## src/rtl/psram_byte_requester.sv

```systemverilog
// Byte-wide bus client for one PSRAM channel: issues 4-beat bursts, extracts the addressed byte.
// Optional read watchdog: define PSRAM_REQ_TIMEOUT_EN.
module psram_byte_requester #(
    parameter int CMD_INTERVAL = 14,
    parameter int TIMEOUT      = 64
) (
    input  logic        clk,
    input  logic        rst_n,
    input  logic        init_calib,
    input  logic        req_valid,
    output logic        req_ready,
    input  logic        req_write,
    input  logic [22:0] req_addr,
    input  logic [7:0]  req_wdata,
    output logic [7:0]  rdata,
    output logic        rdata_valid,
    output logic        err,
    output logic        mem_cmd,
    output logic        mem_cmd_en,
    output logic [20:0] mem_addr,
    output logic [31:0] mem_wr_data,
    output logic [3:0]  mem_data_mask,
    input  logic [31:0] mem_rd_data,
    input  logic        mem_rd_data_valid
);

    typedef enum logic [2:0] {WAIT_CALIB, IDLE, WBEAT, RWAIT, GAP} state_t;

    state_t      state, state_d;
    logic [7:0]  gap;
    logic [1:0]  beat, lane, cnt;
    logic [7:0]  rbyte, lane_byte;
    logic        accept, last_beat, rd_done;

    function automatic logic [3:0] mask_for(input logic [1:0] k,
                                            input logic [1:0] b,
                                            input logic [1:0] l);
        logic [3:0] m;
        m = 4'b1111;
        if (k == b) m[l] = 1'b0;
        return m;
    endfunction

    assign req_ready = (state == IDLE) && (gap == 8'd0);
    assign accept    = req_valid && req_ready;
    assign lane_byte = mem_rd_data[{lane, 3'b000} +: 8];
    assign last_beat = (state == RWAIT) && mem_rd_data_valid && (cnt == 2'd3);

`ifdef PSRAM_REQ_TIMEOUT_EN
    localparam int TW = $clog2(TIMEOUT + 1);
    logic [TW-1:0] tcnt;
    logic          timeout;
    assign timeout = (state == RWAIT) && !last_beat && (tcnt == TW'(TIMEOUT - 1));
    assign rd_done = last_beat || timeout;
`else
    assign rd_done = last_beat;
    assign err     = 1'b0;
`endif

    always_comb begin
        state_d = state;
        unique case (state)
            WAIT_CALIB: if (init_calib) state_d = IDLE;
            IDLE:       if (accept) state_d = req_write ? WBEAT : RWAIT;
            WBEAT:      if (cnt == 2'd3) state_d = GAP;
            RWAIT:      if (rd_done) state_d = GAP;
            // leave one cycle early so IDLE is reached exactly as the gap expires
            GAP:        if (gap <= 8'd1) state_d = IDLE;
            default:    state_d = WAIT_CALIB;
        endcase
    end

    always_ff @(posedge clk or negedge rst_n) begin
        if (!rst_n) state <= WAIT_CALIB;
        else        state <= state_d;
    end

    always_ff @(posedge clk or negedge rst_n) begin
        if (!rst_n) begin
            gap           <= 8'd0;
            beat          <= 2'd0;
            lane          <= 2'd0;
            cnt           <= 2'd0;
            rbyte         <= 8'd0;
            rdata         <= 8'd0;
            rdata_valid   <= 1'b0;
            mem_cmd       <= 1'b0;
            mem_cmd_en    <= 1'b0;
            mem_addr      <= 21'd0;
            mem_wr_data   <= 32'd0;
            mem_data_mask <= 4'b1111;
`ifdef PSRAM_REQ_TIMEOUT_EN
            tcnt          <= '0;
            err           <= 1'b0;
`endif
        end else begin
            mem_cmd_en  <= 1'b0;
            rdata_valid <= 1'b0;
            if (gap != 8'd0) gap <= gap - 8'd1;
            if (accept) begin
                beat       <= req_addr[3:2];
                lane       <= req_addr[1:0];
                cnt        <= 2'd0;
                mem_addr   <= {req_addr[22:4], 2'b00};
                mem_cmd    <= req_write;
                mem_cmd_en <= 1'b1;
                gap        <= 8'(CMD_INTERVAL - 1);
`ifdef PSRAM_REQ_TIMEOUT_EN
                tcnt       <= '0;
`endif
                if (req_write) begin
                    mem_wr_data   <= {4{req_wdata}};
                    mem_data_mask <= mask_for(2'd0, req_addr[3:2], req_addr[1:0]);
                end
            end else if (state == WBEAT) begin
                if (cnt == 2'd3) begin
                    mem_data_mask <= 4'b1111;
                end else begin
                    cnt           <= cnt + 2'd1;
                    mem_data_mask <= mask_for(cnt + 2'd1, beat, lane);
                end
            end else if (state == RWAIT) begin
`ifdef PSRAM_REQ_TIMEOUT_EN
                tcnt <= tcnt + 1'b1;
                if (timeout) begin
                    rdata       <= 8'hFF;
                    rdata_valid <= 1'b1;
                    err         <= 1'b1;
                end
`endif
                if (mem_rd_data_valid) begin
                    cnt <= cnt + 2'd1;
                    if (cnt == beat) rbyte <= lane_byte;
                    if (cnt == 2'd3) begin
                        rdata       <= (beat == 2'd3) ? lane_byte : rbyte;
                        rdata_valid <= 1'b1;
                    end
                end
            end
        end
    end

endmodule

```

## config.mk

```make
export PLATFORM = sky130hd
export DESIGN_NAME = psram_byte_requester
export DESIGN_NICKNAME = d
export VERILOG_FILES = /design/src/rtl/psram_byte_requester.sv
export SDC_FILE = /design/constraint.sdc
export NUM_CORES = 1
export LEC_CHECK = 0
export CAP_MARGIN = 20
export CELL_PAD_IN_SITES_DETAIL_PLACEMENT = 1
export CELL_PAD_IN_SITES_GLOBAL_PLACEMENT = 1
export CORE_MARGIN = 2
export CORE_UTILIZATION = 32
export CTS_CLUSTER_DIAMETER = 120
export DETAILED_ROUTE_END_ITERATION = 7
export PLACE_DENSITY = 0.89
export SYNTH_ARGS = -nofsm -noshare
export SYNTH_HDL_FRONTEND = slang
export SYNTH_SLANG_ARGS = --single-unit
```

## constraint.sdc

```tcl
create_clock -name clk -period 2.17 [get_ports clk]
set_input_delay 0.3255 -clock clk [delete_from_list [all_inputs] [get_ports clk]]
set_output_delay 0.3255 -clock clk [all_outputs]
set_load 0.03 [all_outputs]
```

==> results of run 1 <==
-- flip-flops by register name, indices dropped and copies added, names as in the netlist --
| register | count |
|---|---|
| mem_addr | 19 |
| gap | 8 |
| mem_wr_data | 8 |
| rbyte | 8 |
| rdata | 8 |
| mem_data_mask | 4 |
| state | 3 |
| beat | 2 |
| cnt | 2 |
| lane | 2 |
| mem_cmd | 1 |
| mem_cmd_en | 1 |
| rdata_valid | 1 |
-- kinds of logic (layout without fill, tap and decap cells) --
logic type               count (synthesis)  count (layout)  share of synthesized area [%]
AO/OA/AOI/OAI                           26              26                           5.63
XOR/XNOR                                 9               9                           2.35
adder cells (fa/ha/maj)                  4               4                           1.49
buffers and inverters                   43             165                           8.83
flip-flops                              67              67                           50.1
multiplexers                            34              34                           13.8
other                                    1               3                          0.112
AND/OR/NAND/NOR                        132             132                           17.7
-- synth_stat cells (4+ instances only) --
master   instances
buf_4           29
mux2_2          14
mux2i_1          9
nand3_1          9
o21ai_0          9
dfstp_2          4
xnor2_1          7
mux4_2           8
nor2_1          13
dfrtp_1         63
inv_1            4
nand2_1         87
buf_2            5
nor3_1           4
ha_1             4
-- cell usage in the layout (no fill, tap or decap), types with 2 or more instances in the layout --
master,count
buf_4,7
bufinv_16,3
clkbuf_8,10
clkdlybuf4s50_1,133
clkinv_2,3
conb_1,3
dfrtp_1,63
dfstp_2,4
ha_1,4
inv_1,4
mux2_1,3
mux2_2,14
mux2i_1,9
mux4_2,8
nand2_1,87
nand2b_1,3
nand3_1,8
nand3b_1,3
nor2_1,12
nor2b_1,2
nor3_1,4
nor3b_1,3
o21ai_0,9
o22ai_1,3
o2bb2ai_1,3
xnor2_1,7
xor2_1,2
-- layer usage --
layer / GRT usage [%] / up-vias / share of wire, %
met5: 0 / - / 0
met4: 5.57 / 0 / 1.9
met3: 4.54 / 16 / 5.8
met2: 31.9 / 92 / 53
met1: 19.7 / 1372 / 39
li1: - / 1276 / -
-- how the worst min path moves through the flow --
| stage | end | slack [ps] | cells after the start |
|---|---|---|---|
| 2_1_floorplan | beat[0] | 30 | 0 |
| 3_3_place_gp | mem_wr_data[28] | 330 | 1 |
| 3_5_place_dp | mem_wr_data[30] | 340 | 1 |
| 4_1_cts | mem_addr[2] | 480 | 2 |
| 5_1_grt | mem_data_mask[3] | 500 | 1 |
| 6_report | mem_addr[2] | 480 | 2 |
-- worst register-to-register path, stage by stage, from the launching register on --
cell	delay, ps
dfrtp_1	440
or3_1	470
or4_4	610
buf_4	210
o22ai_1	170
o2bb2ai_1	100
-- final cells by class --
| cell class | instances | area (um2) |
|---|---|---|
| Timing Repair inverter | 1 | 5.00 |
| Fill cell | 1136 | 5330 |
| Clock buffer | 11 | 141 |
| Multi-Input combinational cell | 208 | 1400 |
| Timing Repair Buffer | 143 | 1420 |
| Inverter | 5 | 23.8 |
| Sequential cell | 67 | 1680 |
| Tap cell | 136 | 170 |
| Clock inverter | 5 | 100 |
-- timing repair --
item,CTS,global route
resized for setup,2,2
cloned,1,0
hold buffers,1,0
endpoints found under the setup margin,3,2
hold endpoints to repair,18,0
-- power breakdown --
part	leakage [nW]	switching, mW	internal [mW]	total (mW)
registers	0.861	0.485	1.76	2.25
clock network	0.123	0.468	0.792	1.26
logic	1.21	1.77	1.50	3.26
-- stage by stage --
step	hold WS (ps)	setup WS [ps]
after global routing	497	15.5
final	476	87.5
after CTS	484	27.3
after floorplan	29.9	213
after global placement	334	141
after detailed placement	340	20.1
==> flow_metrics.env, run 1 <==
export IMPL_status="finished clean"
export IMPL_dpl_instance_area_um2=4670
export IMPL_drt_wl_total_um=9430
export IMPL_clk_pin_slew_ps=80
export IMPL_cts_made_buffers=9
export IMPL_setup_tns_ps=0
export IMPL_n_antenna_cell=0
export IMPL_hp_class="flip-flop to flip-flop"
export IMPL_critPathCaptureType="output port"
export IMPL_drc_errors=0
export IMPL_yosysUniqueCellTypes=45
export IMPL_startpoint="gap[4]"
export IMPL_cts_tree="yes"
export IMPL_grt_overflow=0
export IMPL_crit_chain="nor3_1 > nand3_2 > nor2_2 > buf_12"
export IMPL_path_max_fanout=5
export IMPL_htree_levels=3
export IMPL_powerDensity_nw_per_um2=1370
export IMPL_tightest_slew_ps=627
export IMPL_grt_first_pass_wirelength_um=15400
export IMPL_io_pins=139
export IMPL_synthTopCellsByArea="dfrtp_1 47%, nand2_1 9.7%, buf_4 6.5%, mux4_2 5.4%, mux2_2 4.7%"
export IMPL_synth_flop_cell="dfrtp_1"
export IMPL_rsz0062_at_grt="no"
export IMPL_synth_top_area_share_pct=47.0
export IMPL_fin_total_pwr_mw=6.77
export IMPL_cp_num_buf_inv=1
export IMPL_hold_viol=0
export IMPL_coreArea_um2=10300
export IMPL_syn_area_um2=3360
export IMPL_max_freq_mhz=480
export IMPL_insertion_delay_ps=340
export IMPL_cts_setup_buffers=0
export IMPL_async_reset_ff_share_pct=100
export IMPL_syn_area_per_cell_um2=10.6
export IMPL_r2r_cells=5
export IMPL_r2r_start="gap[2]"
export IMPL_rr_endpoint="mem_data_mask[0]"
export IMPL_r2r_slack_ps=100
export IMPL_cp_required_ps=1840
export IMPL_grt_pass1_vias=3023
export IMPL_p_leak_nw=2.20
export IMPL_clk_path_buf_depth=2
export IMPL_drtPass1Iterations=4
export IMPL_start_util_pct=32.7
export IMPL_dp_cells=558
export IMPL_start_kind="flip-flop"
export IMPL_hpwlAfterDp_um=7010
export IMPL_ant_nets=0
export IMPL_worstSetupEndpoint="req_ready"
export IMPL_skew_ps=9.50
export IMPL_groute_usage_overall_pct=17.4
export IMPL_maxSlewViolCount=0
export IMPL_max_slew_margin_pct=58.2
export IMPL_finalSetupViolCount=0
export IMPL_drtIter0Drc=60
export IMPL_cts_root_buffer="clkbuf_8"
export IMPL_synth_seq_cells=67
export IMPL_synth_warnings=0
export IMPL_critPathKind="flip-flop to output port"
export IMPL_ys_seq_area_share_pct=50.1
export IMPL_vias=2756
export IMPL_ir_drop_mv=0.603
export IMPL_portBuffers=135
export IMPL_rows=37
export IMPL_cap_violations=0
export IMPL_synth_top_cell_by_area="dfrtp_1"
export IMPL_fp_dieW_um=106
export IMPL_clock_sinks=67
export IMPL_grt_max_degree=28
export IMPL_die_height_um=106
export IMPL_finalNetCount=508
export IMPL_wire_per_inst_um=16.4
export IMPL_fin_area_um2=4940
export IMPL_cp_depth=4
export IMPL_synth_cells=316
export IMPL_crit_family="simple AND/OR/NAND/NOR gates"
export IMPL_synthToLayoutAreaGrowth_pct=47.3
export IMPL_fin_crit_sh_pct=96.0
export IMPL_antenna_found_initial=0
export IMPL_critical_path_slowest_cell="dfrtp_1"
export IMPL_die_area_um2=11300
export IMPL_arrival_ps=1760
export IMPL_hold_start="mem_addr[2]"
export IMPL_final_cells=576
export IMPL_drive_gt1_share_pct=13.9
export IMPL_layout_min_cycle_time_ps=2080
export IMPL_synth_edf_count=0
export IMPL_max_stage_delay_ps=430
export IMPL_via_per_inst=4.78
export IMPL_final_util_pct=48.1
export IMPL_gp_congestion=0.799
No activity file was read; power rests on OpenSTA's default activity.
==> run 2: changes to the inputs <==
Settings changed: PLACE_DENSITY 0.89 to not set, PLACE_DENSITY_LB_ADDON set to 0.05.
==> flow_metrics.env, run 2 (same netlist as run 1, synthesis figures left out) <==
export IMPL_start_util_pct=32.7
export IMPL_final_cell_mix="133 x clkdlybuf4s50_1, 87 x nand2_1, 63 x dfrtp_1"
export IMPL_critical_path_slowest_cell="dfrtp_1"
export IMPL_grt_overflow=0
export IMPL_powerDensity_nw_per_um2=1300
export IMPL_layout_min_cycle_time_ps=2070
export IMPL_fillCellCount=1153
export IMPL_rows=37
export IMPL_setup_tns_ps=0
export IMPL_ant_nets=0
export IMPL_insertion_delay_ps=330
export IMPL_coreArea_um2=10300
export IMPL_drtIter0Drc=51
export IMPL_cts_tree="yes"
export IMPL_cp_required_ps=2390
export IMPL_arrival_ps=2290
export IMPL_multi_input_comb_area_um2=1400
export IMPL_vias=2646
export IMPL_finalSetupViolCount=0
export IMPL_rsz0062_at_grt="no"
export IMPL_die_height_um=106
export IMPL_finalNetCount=507
export IMPL_wire_per_inst_um=14.8
export IMPL_cts_setup_buffers=0
export IMPL_cap_violations=0
export IMPL_regArea_um2=1680
export IMPL_path_max_fanout=6
export IMPL_htree_levels=3
export IMPL_final_common_cell="clkdlybuf4s50_1"
export IMPL_clk_pin_slew_ps=70
export IMPL_gp_congestion=0.769
export IMPL_grt_first_pass_wirelength_um=14000
export IMPL_status="finished clean"
export IMPL_cts_root_buffer="clkbuf_8"
export IMPL_cp_num_buf_inv=1
export IMPL_regMostFlops="mem_addr"
export IMPL_p_leak_nw=2.16
export IMPL_hold_viol=0
export IMPL_clock_sinks=67
export IMPL_synthToLayoutAreaGrowth_pct=45.5
export IMPL_maxSlewViolCount=0
export IMPL_max_freq_mhz=484
export IMPL_fin_area_um2=4880
export IMPL_fin_crit_sh_pct=95.3
export IMPL_grt_max_degree=40
export IMPL_antenna_found_initial=0
export IMPL_drive_gt1_share_pct=13.0
export IMPL_max_stage_delay_ps=430
export IMPL_grt_pass1_vias=2821
export IMPL_tightest_slew_ps=653
export IMPL_drtPass1Iterations=6
export IMPL_max_slew_margin_pct=56.5
export IMPL_hp_class="input pin to async pin"
export IMPL_fp_dieW_um=106
export IMPL_crit_family="compound AO/OA/AOI/OAI gates"
export IMPL_critPathKind="flip-flop to flip-flop"
export IMPL_n_antenna_cell=0
export IMPL_drc_errors=0
export IMPL_start_kind="flip-flop"
export IMPL_via_per_inst=4.61
export IMPL_skew_ps=12.4
export IMPL_portBuffers=135
export IMPL_cts_made_buffers=9
export IMPL_largest_reg_flops=19
export IMPL_die_area_um2=11300
export IMPL_hpwlAfterDp_um=6260
export IMPL_crit_chain="or3_1 > buf_4 > o311a_1 > a21oi_1 > mux2_2"
export IMPL_critPathCaptureType="flip-flop"
export IMPL_drt_wl_total_um=8510
export IMPL_dpl_instance_area_um2=4700
export IMPL_groute_usage_overall_pct=15.4
export IMPL_clk_path_buf_depth=2
export IMPL_ir_drop_mv=0.543
export IMPL_io_pins=139
## run 2: what timing repair did
action,4_1_cts,5_1_grt
hold buffers,1,0
endpoints found under the setup margin,1,4
gates resized for setup,2,3
endpoints found under the hold margin,8,0
pin swaps,0,0
## run 2: where the power goes
| part | total, mW | switching [mW] | leakage [nW] | internal, mW |
|---|---|---|---|---|
| clock | 0.874 | 0.439 | 0.0860 | 0.435 |
| sequential | 2.23 | 0.471 | 0.861 | 1.76 |
| combinational | 3.23 | 1.72 | 1.22 | 1.51 |
## run 2: worst reg2reg max path: stages, from the launching register on
cell and delay (ps):
dfrtp_1 430, or3_1 400, buf_4 170, o311a_1 340, a21oi_1 250, mux2_2 370
## run 2: path summary, 6_finish.rpt
path                              start          endpoint  slack [ps]  cells after the start
setup / recovery                 gap[2]          state[2]         100                      5
hold / removal                    rst_n   mem_wr_data[24]         390                      2
setup reg to reg                 gap[2]          state[2]         100                      5
hold reg to reg            mem_addr[14]      mem_addr[14]         480                      2
max in group asynchronous         rst_n  mem_data_mask[0]        1220                      3
min in group clk           mem_addr[14]      mem_addr[14]         480                      2
## run 2: cell type report
class | count | area share (%)
sequential | 67 | 34.4
timing repair buffer | 143 | 29.6
multi-input combinational | 208 | 28.6
tap | 136 | 3.48
clock buffer | 12 | 2.97
inverter | 5 | 0.538
clock inverter | 3 | 0.307
## run 2: routing by layer
metal  wire (um)  global-route usage [%]  up-vias
li1            -                       -     1272
met2        4160                    26.2       79
met5           0                       0        -
met4          79                    4.73        0
met1        3820                    19.8     1287
met3         456                    3.00        8
## run 2: per-stage QoR
| step | total power, mW | utilization, % | setup WS, ps | cells | hold slack [ps] |
|---|---|---|---|---|---|
| finish | 6.33 | 47.5 | 102 | 574 | 392 |
| detailed placement | 5.50 | 45.7 | 35.3 | 558 | 213 |
| CTS | 6.42 | 47.4 | 52.0 | 574 | 387 |
| global route | 6.73 | 47.5 | 24.7 | 574 | 406 |
| floorplan | 4.35 | - | 213 | 318 | 29.9 |
| global placement | 5.42 | 45.7 | 94.3 | 558 | 210 |
==> run 3: changes to the inputs <==
Settings changed: CTS_CLUSTER_SIZE set to 24.
==> results of run 3 <==
Final layout, timing and power as in run 2 (identical DEF).
